### config.mk
export PLATFORM = sky130hd
export DESIGN_NAME = regbus_arbiter
export DESIGN_NICKNAME = d
export VERILOG_FILES = /design/src/rtl/regbus_arbiter.sv
export SDC_FILE = /design/constraint.sdc
export NUM_CORES = 1
export LEC_CHECK = 0
export CORE_UTILIZATION = 40
export CTS_BUF_LIST = sky130_fd_sc_hd__clkbuf_4
export CTS_CLUSTER_SIZE = 30
export DETAILED_ROUTE_END_ITERATION = 10
export DONT_BUFFER_PORTS = 1
export MAX_ROUTING_LAYER = met4
export PLACE_DENSITY = 0.61
export SYNTH_ARGS = -nofsm -noshare
export SYNTH_HDL_FRONTEND = slang
export SYNTH_SLANG_ARGS = --single-unit
### constraint.sdc
create_clock -name clk -period 2.1 [get_ports clk]
set_clock_uncertainty 0.1 [all_clocks]
set_input_delay 0 -clock clk [delete_from_list [all_inputs] [get_ports clk]]
set_output_delay 0 -clock clk [all_outputs]
set_load 0.02 [all_outputs]
### src/rtl/regbus_arbiter.sv
// regbus_arbiter: round-robin two-requester arbiter for the peripheral register bus; define REGARB_WPROT_EN to block B writes to 0x8-0xF
module regbus_arbiter #(
  parameter int AW = 4,
  parameter int DW = 8,
  parameter int MAX_LOCK = 4
) (
  input  logic          clk,
  input  logic          rst_n,
  input  logic          a_req,
  input  logic          a_we,
  input  logic          a_lock,
  input  logic [AW-1:0] a_addr,
  input  logic [DW-1:0] a_wdata,
  output logic          a_ack,
  output logic [DW-1:0] a_rdata,
  input  logic          b_req,
  input  logic          b_we,
  input  logic          b_lock,
  input  logic [AW-1:0] b_addr,
  input  logic [DW-1:0] b_wdata,
  output logic          b_ack,
  output logic [DW-1:0] b_rdata,
  output logic          b_err,
  output logic [AW-1:0] m_addr,
  output logic          m_wen,
  output logic [DW-1:0] m_wdata,
  input  logic [DW-1:0] m_rdata,
  output logic          busy,
  output logic          grant_b
);
  localparam logic [1:0] IDLE = 2'd0, ACCESS = 2'd1, RESP = 2'd2;
  localparam logic [3:0] MAX_L = 4'(MAX_LOCK);
  logic [1:0] state;
  logic ptr;
  logic [3:0] lock_cnt;
  logic we_l, lock_l;
  logic [AW-1:0] addr_l;
  logic [DW-1:0] wdata_l;
  logic sel, access, prot;
  assign sel = (a_req & b_req) ? ptr : b_req;
  assign access = state == ACCESS;
`ifdef REGARB_WPROT_EN
  assign prot = grant_b & we_l & addr_l[3];
  assign b_err = b_ack & prot;
`else
  assign prot = 1'b0;
  assign b_err = 1'b0;
`endif
  assign m_addr = access ? addr_l : '0;
  assign m_wdata = access ? wdata_l : '0;
  assign m_wen = access & we_l & rst_n & ~prot;
  assign busy = state != IDLE;
  assign a_ack = (state == RESP) & ~grant_b;
  assign b_ack = (state == RESP) & grant_b;
  // grant in IDLE, capture read data in ACCESS, rotate or hold priority in RESP
  always_ff @(posedge clk)
    if (!rst_n) begin
      state <= IDLE;
      ptr <= 1'b0;
      lock_cnt <= '0;
      grant_b <= 1'b0;
      a_rdata <= '0;
      b_rdata <= '0;
      we_l <= 1'b0;
      lock_l <= 1'b0;
      addr_l <= '0;
      wdata_l <= '0;
    end else
      case (state)
        IDLE:
          if (a_req | b_req) begin
            state <= ACCESS;
            grant_b <= sel;
            we_l <= sel ? b_we : a_we;
            lock_l <= sel ? b_lock : a_lock;
            addr_l <= sel ? b_addr : a_addr;
            wdata_l <= sel ? b_wdata : a_wdata;
            if (sel != grant_b) lock_cnt <= '0;
          end
        ACCESS: begin
          state <= RESP;
          if (grant_b) b_rdata <= m_rdata;
          else a_rdata <= m_rdata;
        end
        RESP: begin
          state <= IDLE;
          if (lock_l && lock_cnt < MAX_L) begin
            ptr <= grant_b;
            lock_cnt <= lock_cnt + 4'd1;
          end else begin
            ptr <= ~grant_b;
            if (!lock_l) lock_cnt <= '0;
          end
        end
        default: state <= IDLE;
      endcase
endmodule

**Word level (Yosys, flattened, before mapping)**

Cells that the tools add are included.

- Register bits after elaboration: 38
- Input port bits: 40
- Word-level logic and storage cells: 48

- Add/sub/neg operators: 1
- $lt $le $gt $ge: 1
- Eq/ne operators: 6
- Multiplexer cells: 15
- Bitwise gates (word level): 7
- Reductions and logical operators: 8

Operators with widths:

| cell | count |
|---|---|
| 4-bit 2-to-1 mux | 6 |
| 8-bit 2-to-1 mux | 2 |
| 4-bit one-hot mux with 2 select lines | 1 |
| 2-bit AND reduction | 3 |
| 1-bit bitwise AND | 5 |
| 4-bit by 1-bit adder with 4-bit output (second input constant) | 1 |
| 4-bit by 3-bit < comparator with 1-bit output (second input constant) | 1 |
| 1-bit 2-to-1 mux | 4 |
| 2-bit inequality test (second input constant) | 2 |
| 2-bit one-hot mux with 2 select lines | 1 |
| 4-bit AND reduction | 1 |
| 2-bit nonzero test | 2 |
| 3-bit by 2-bit inequality test with 1-bit output (second input constant) | 1 |
| 2-bit by 1-bit equality test with 1-bit output (second input constant) | 1 |
| 2-bit equality test (second input constant) | 1 |
| 2-bit zero test | 1 |
| 2-bit 2-to-1 mux | 1 |
| 1-bit logical AND | 1 |
| 1-bit inequality test | 1 |
| 1-bit inverter | 1 |
| 1-bit OR | 1 |

**Longest topological paths before layout**

Gate-level depths: netlist (run 1).

- Word-level depth: 6
- Depth in mapped cells: 6
- Depth with buffers taken out: 4

**Worst setup path after synthesis (run 1)**

OpenSTA, ideal clock, no wires.

- Kind: register to register
- From: register grant_b
- To: register lock_cnt[1]
- Setup time: 117 ps
- Arrival: 1,288 ps
- Required time: 1,883 ps
- Slack: 594 ps
- Stages on the path, launching flop included: 5
- Buffers on the path: 1
- Clock period less this slack: 1,506 ps
- Cells stage by stage: dfxtp_1 clkbuf_1 nor2_1 a211o_1 a32o_2

- Longest elaborated chain between the ends: 3

RTL lines:

| item | line | source |
|---|---|---|
| from (decl) | 29 | `output logic grant_b` |
| from (signal assigned) | 73 | `grant_b <= sel;` |
| 1-bit inequality test | 78 | `if (sel != grant_b) lock_cnt <= '0;` |
| 2-bit inequality test (no line) | n/a |  |
| 4-bit AND reduction (no line) | n/a |  |
| to (signal assigned) | 89 | `lock_cnt <= lock_cnt + 4'd1;` |
| to (decl) | 35 | `logic [3:0] lock_cnt;` |

Every way passes these cells.
A chain may end at the register's enable or synchronous reset.

**Final worst setup path (run 1)**

- From: register state[1]
- To: register wdata_l[0]

- Longest elaborated chain between the ends: 2

RTL lines:

| item | line | source |
|---|---|---|
| from (decl) | 33 | `logic [1:0] state;` |
| from (signal assigned) | 58 | `state <= IDLE;` |
| from (signal assigned) | 72 | `state <= ACCESS;` |
| from (signal assigned) | 81 | `state <= RESP;` |
| 2-bit zero test | 69 | `case (state)` |
| 2-bit AND reduction (no line) | n/a |  |
| to (signal assigned) | 77 | `wdata_l <= sel ? b_wdata : a_wdata;` |
| to (decl) | 38 | `logic [DW-1:0] wdata_l;` |

Every way passes these cells.

==> results of run 1 <==
## stage by stage
step | hold slack [ps] | setup slack [ps]
6_report | 24.05 | 314.0
5_1_grt | 65.22 | 178.7
4_1_cts | 27.17 | 33.64
3_5_place_dp | 27.29 | 318.2
3_3_place_gp | 36.01 | 381.0
2_1_floorplan | 21.71 | 594.3
## cell type report
| class | count | area [µm²] | area share |
|---|---|---|---|
| Clock buffer | 5 | 37.54 | 0.01665 |
| Inverter | 3 | 11.26 | 0.004994 |
| Tap cell | 50 | 62.56 | 0.02775 |
| Sequential cell | 38 | 760.7 | 0.3374 |
| Timing Repair Buffer | 50 | 475.5 | 0.2109 |
| Clock inverter | 2 | 33.78 | 0.01498 |
| Multi-Input combinational cell | 127 | 873.3 | 0.3873 |
## layer usage
| layer | routed length, µm | track usage | vias up | part of all wire |
|---|---|---|---|---|
| met2 | 2164 | 0.3317 | 47 | 0.51 |
| met3 | 275 | 0.07264 | 10 | 0.064 |
| met4 | 88 | 0.1037 | 0 | 0.021 |
| met1 | 1754 | 0.2127 | 670 | 0.41 |
| met5 | 0 | - | - | 0 |
| li1 | - | - | 708 | - |
## power by group
part           internal (mW)  leakage [nW]  total, mW  switching (mW)
clock network          0.241        0.0387      0.471           0.231
logic                  0.149         0.611      0.313           0.164
registers              0.770         0.311      0.817          0.0471
## worst paths after layout
| check | slack, ps | startpoint | cells after the start | to |
|---|---|---|---|---|
| hold reg to reg | 410 | addr_l[3] | 2 | addr_l[3] |
| setup / recovery | 310 | state[1] | 5 | wdata_l[0] |
| setup reg to reg | 310 | state[1] | 5 | wdata_l[0] |
| hold / removal | 20 | rst_n | 2 | addr_l[1] |
## cell usage in the layout (no fill, tap or decap), drive strengths merged, types with 2 or more instances in the layout
master       instances
a211o                2
a211oi              14
a21oi                8
a32o                 2
and2                14
and3                 3
buf                 10
clkbuf               5
dfxtp               38
dlygate4sd3         40
inv                  3
mux2i               23
nand2                9
nand3                8
nor2                27
nor2b                4
nor3                 2
o21ai                2
## sequential cells by signal, summed over array words and instances (netlist names)
signal,cells
a_rdata,8
addr_l,4
b_rdata,8
grant_b,1
lock_cnt,4
lock_l,1
ptr,1
state,2
wdata_l,8
we_l,1
## synthesized netlist by cell type
library cell / count / share of area
dfxtp_1: 38 / 0.44
nor2_1: 25 / 0.055
mux2i_1: 23 / 0.13
and2_1: 14 / 0.051
nand2_1: 9 / 0.020
a211oi_1: 8 / 0.035
a21oi_1: 8 / 0.023
nand3_1: 8 / 0.023
clkbuf_1: 7 / 0.015
a211oi_2: 6 / 0.044
nor2b_1: 4 / 0.015
buf_4: 3 / 0.013
inv_1: 3 / 0.0065
a211o_1: 2 / 0.010
a32o_2: 2 / 0.013
and3_1: 2 / 0.0073
buf_6: 2 / 0.013
nor3_1: 2 / 0.0058
a31o_1: 1 / 0.0051
and3_2: 1 / 0.0044
buf_2: 1 / 0.0029
conb_1: 1 / 0.0022
ha_1: 1 / 0.0073
nor2_2: 1 / 0.0036
nor2_4: 1 / 0.0065
nor3b_1: 1 / 0.0044
o2111a_1: 1 / 0.0065
o211a_1: 1 / 0.0058
o21ai_0: 1 / 0.0029
o21ai_4: 1 / 0.0095
o31a_2: 1 / 0.0058
or2_1: 1 / 0.0036
xnor2_1: 1 / 0.0051
## timing repair
item                                    in CTS  in global routing
endpoints found under the setup margin       0                  2
setup buffers                                0                  6
hold buffers                                39                  1
resized for setup                            0                  0
hold endpoints to repair                    37                  1
## worst register-to-register path: stages, from the launching register on
cell and delay, ps:
dfxtp_1 370, or2_1 380, nor2_4 160, buf_4 300
nor2_1 100, a211oi_1 280
## kinds of logic (layout without fill, tap and decap cells)
family,Yosys count,count (layout),synth area share
and+or+nand+nor,69,69,0.1984
DFF,38,38,0.4419
AOI/OAI and AO/OA,32,32,0.1606
muxes,23,23,0.1337
buffers and inverters,16,60,0.05087
adders and majority gates,1,1,0.007266
other,1,1,0.002178
xor gates and xnor gates,1,1,0.005088
==> flow_summary.toml, run 1 <==
[run_status]
status = "finished clean"

[clock_tree]
clk_latency_ps = 330
root_buffer = "clkbuf_4"
cts.sinks = 38
cts_tree = "yes"
h-tree-depth = 2
cts_buffers = 5
cts_max_path_buffers = 2
clk_pin_slew_worst_paths_ps = 120

[final_layout]
n_antenna_cell = 0
final.fill_count = 344
syn_to_final_growth_pct = 30.96
fin_area_um2 = 2255
nets = 266
drive_gt1_frac = 0.1289
final_core_util = 0.5557
stdcell_count = 275

[setup_path]
critPathMaxFanout = 28
critPathBufInv = 1
worstSetupPathType = "flop to flop"
slowest_delay_ps = 380
worst_setup_path_start_kind = "flop"
crit_path_end_kind = "flop"
crit_family = "simple AND/OR/NAND/NOR gates"
critical-path-slowest-cell = "or2_1"
worstPathRequired_ps = 2230
crit_chain = "or2_1 > nor2_4 > buf_4 > nor2_1 > a211oi_1"
arrival_ps = 1920

[sta]
fin_crit_ps = 1786
relSlewSlack = 0.4564
fin_crit_sh = 0.8505
hold_viol = 0
report.final.slew_viol_count = 0
max_clock_freq_ghz = 0.5599
worst_slew_pin_slew_ps = 813.7
rsz0062_at_grt = "false"
tns_ps = 0
finalSetupViolCount = 0

[power_and_ir_drop]
irDropWorstVdd_mv = 0.4388
finalPower_mw = 1.602
p_leak_nw = 0.9612
power_per_cell_area_nw_per_um2 = 710.3

[floorplan]
die_w_um = 67.61
core_area_um2 = 4058
die_h_um = 67.61
start_util = 0.4243
io_pins = 74
core.rowCount = 23
die_area_um2 = 4570

[global_route]
antenna_found_initial = 0
grt_usage = 0.2026
grt-ovfl-total = 0
grt_pass1_vias = 1479
grt_pass1_wl_mm = 6.527
grt_max_degree = 29

[place]
place_area_um2 = 1738
place_inst = 222
numPortBuffers = 0
dpl.hpwl_mm = 2.596
place_congestion = 0.8535

[detailed_routing]
drc = 0
vias = 1435
drt_wl_total_mm = 4.283
dr.pass1.iters = 5
drt-initial-drc-count = 65
drt-wirelength-per-cell_um = 15.57
avgViaCountPerCell = 5.218
ant_nets = 0

[min_path]
hold_class = "input pin to flop"

[yosys]
yosysUniqueCellTypes = 33
syn_inst = 181
synth_warnings = 0
synth_nets = 222
mappedNetlistArea_um2 = 1722
synth.ff_latch_count = 38
syn_avg_cell_area_um2 = 9.512
ys_seq_area_frac = 0.4419

[flow_run]
cap_violations = 0
(Power assumes the default switching activity.)
==> inputs of run 2 (changes only) <==
==> constraint.sdc (replaced) <==
create_clock -name clk -period 2.2 [get_ports clk]
set_clock_uncertainty 0.1 [all_clocks]
set_input_delay 0 -clock clk [delete_from_list [all_inputs] [get_ports clk]]
set_output_delay 0 -clock clk [all_outputs]
set_load 0.02 [all_outputs]
==> run 2 against run 1 <==
Net effect:
- non-clock buffer count fell by 4
- maximum frequency fell by 5.9%
- sequential power fell by 4.7%
- final cell count fell by 1.5%
- critical endpoint is now addr_l[2]
- largest cell class unchanged
- highest routed layer unchanged
==> flow_summary.toml, run 2 (synthesis gave the netlist of run 1 again) <==
[sta]
max_clock_freq_ghz = 0.5268
rsz0062_at_grt = "false"
fin_crit_sh = 0.8628
relSlewSlack = 0.4277
fin_crit_ps = 1898
worst_slew_pin_slew_ps = 856.7
finalSetupViolCount = 0
tns_ps = 0
report.final.slew_viol_count = 0
hold_viol = 0

[min_path]
hold_class = "input pin to flop"

[detailed_routing]
dr_wl_met2_mm = 2.226
drt-wirelength-per-cell_um = 15.46
top_layer_used = "met4"
avgViaCountPerCell = 5.303
drc = 0
dr.pass1.iters = 4
vias = 1437
wl_met3_um = 258
drt_wl_total_mm = 4.191
wl_met1_mm = 1.609
ant_nets = 0
drt-initial-drc-count = 37

[final_layout]
fin_area_um2 = 2218
drive_gt1_frac = 0.1176
most-common-layout-cells = "40 x dlygate4sd3_1, 38 x dfxtp_1, 25 x nor2_1"
n_antenna_cell = 0
nets = 262
top_regs = "a_rdata: 8 flops, b_rdata: 8 flops, wdata_l: 8 flops"
syn_to_final_growth_pct = 28.85
layout_commonest_cell = "dlygate4sd3_1"
final.fill_count = 362

[setup_path]
worst_setup_path_start_kind = "flop"
worstSetupPathType = "flop to flop"
arrival_ps = 2040
critPathMaxFanout = 28
worstPathRequired_ps = 2340
crit_path_end_kind = "flop"

[global_route]
antenna_found_initial = 0
grt_max_degree = 29
grt_pass1_vias = 1472
grt-ovfl-total = 0
grt_pass1_wl_mm = 6.368
grt_usage = 0.1972

[floorplan]
core_area_um2 = 4058
start_util = 0.4243
io_pins = 74
die_h_um = 67.61
core.rowCount = 23
die_area_um2 = 4570
die_w_um = 67.61

[power_and_ir_drop]
irDropWorstVdd_mv = 0.3267
p_leak_nw = 0.9424
power_per_cell_area_nw_per_um2 = 649.2

[flow_run]
cap_violations = 0

[place]
numPortBuffers = 0
place_area_um2 = 1745
dpl.hpwl_mm = 2.652
place_congestion = 0.8206

[clock_tree]
cts.sinks = 38
cts_max_path_buffers = 2
cts_buffers = 5
cts_tree = "yes"
postCtsResizedCells = 0
h-tree-depth = 2
clk_pin_slew_worst_paths_ps = 110
root_buffer = "clkbuf_4"
clk_latency_ps = 330

[run_status]
status = "finished clean"
==> run 2: cell type report <==
class / count / area, µm² / share of cell area
Inverter: 3 / 11.26 / 0.005076
Tap cell: 50 / 62.56 / 0.02820
Multi-Input combinational cell: 127 / 873.3 / 0.3937
Clock buffer: 7 / 52.55 / 0.02369
Sequential cell: 38 / 760.7 / 0.3429
Timing Repair Buffer: 46 / 457.9 / 0.2064
==> run 2: per-layer routing <==
layer / GRT usage / up-vias
li1: - / 704
met3: 0.05236 / 10
met2: 0.3280 / 54
met5: - / -
met1: 0.2027 / 669
met4: 0.1303 / 0
==> run 2: what timing repair did <==
action	4_1_cts	5_1_grt
endpoints found under the hold margin	37	1
hold buffers	39	1
setup endpoints to repair	0	12
buffers inserted	0	1
==> run 2: final timing paths <==
kind,from,to,slack [ps],cells past startpoint
worst min-delay path,rst_n,wdata_l[5],50,2
worst min register to register,we_l,we_l,410,2
worst max register to register,state[0],addr_l[2],300,4
worst max-delay path,state[0],addr_l[2],300,4
==> run 2: per-stage QoR <==
stage | util | hold WS [ps] | total power [mW] | cells | worst slack [ps]
6_report | 0.5467 | 45.18 | 1.440 | 271 | 301.8
5_1_grt | 0.5467 | 87.02 | 1.513 | 271 | 148.0
4_1_cts | 0.5393 | 34.17 | 1.441 | 269 | 103.2
3_5_place_dp | 0.4302 | 31.43 | 1.022 | 223 | 380.5
3_3_place_gp | 0.4302 | 27.49 | 1.009 | 223 | 443.5
2_1_floorplan | - | 21.71 | 0.9874 | 181 | 694.3
==> run 2: critical path, cell delays in order, from the launching register on <==
cell and delay [ps]:
dfxtp_1 350, or2_1 380, nor2_4 570, nor2_1 150, a211oi_1 240
==> run 2: power breakdown <==
part           internal (mW)  total (mW)  switching, mW
clock                  0.145       0.352          0.207
combinational          0.150       0.309          0.159
sequential             0.735       0.779         0.0441
total                   1.03        1.44          0.410
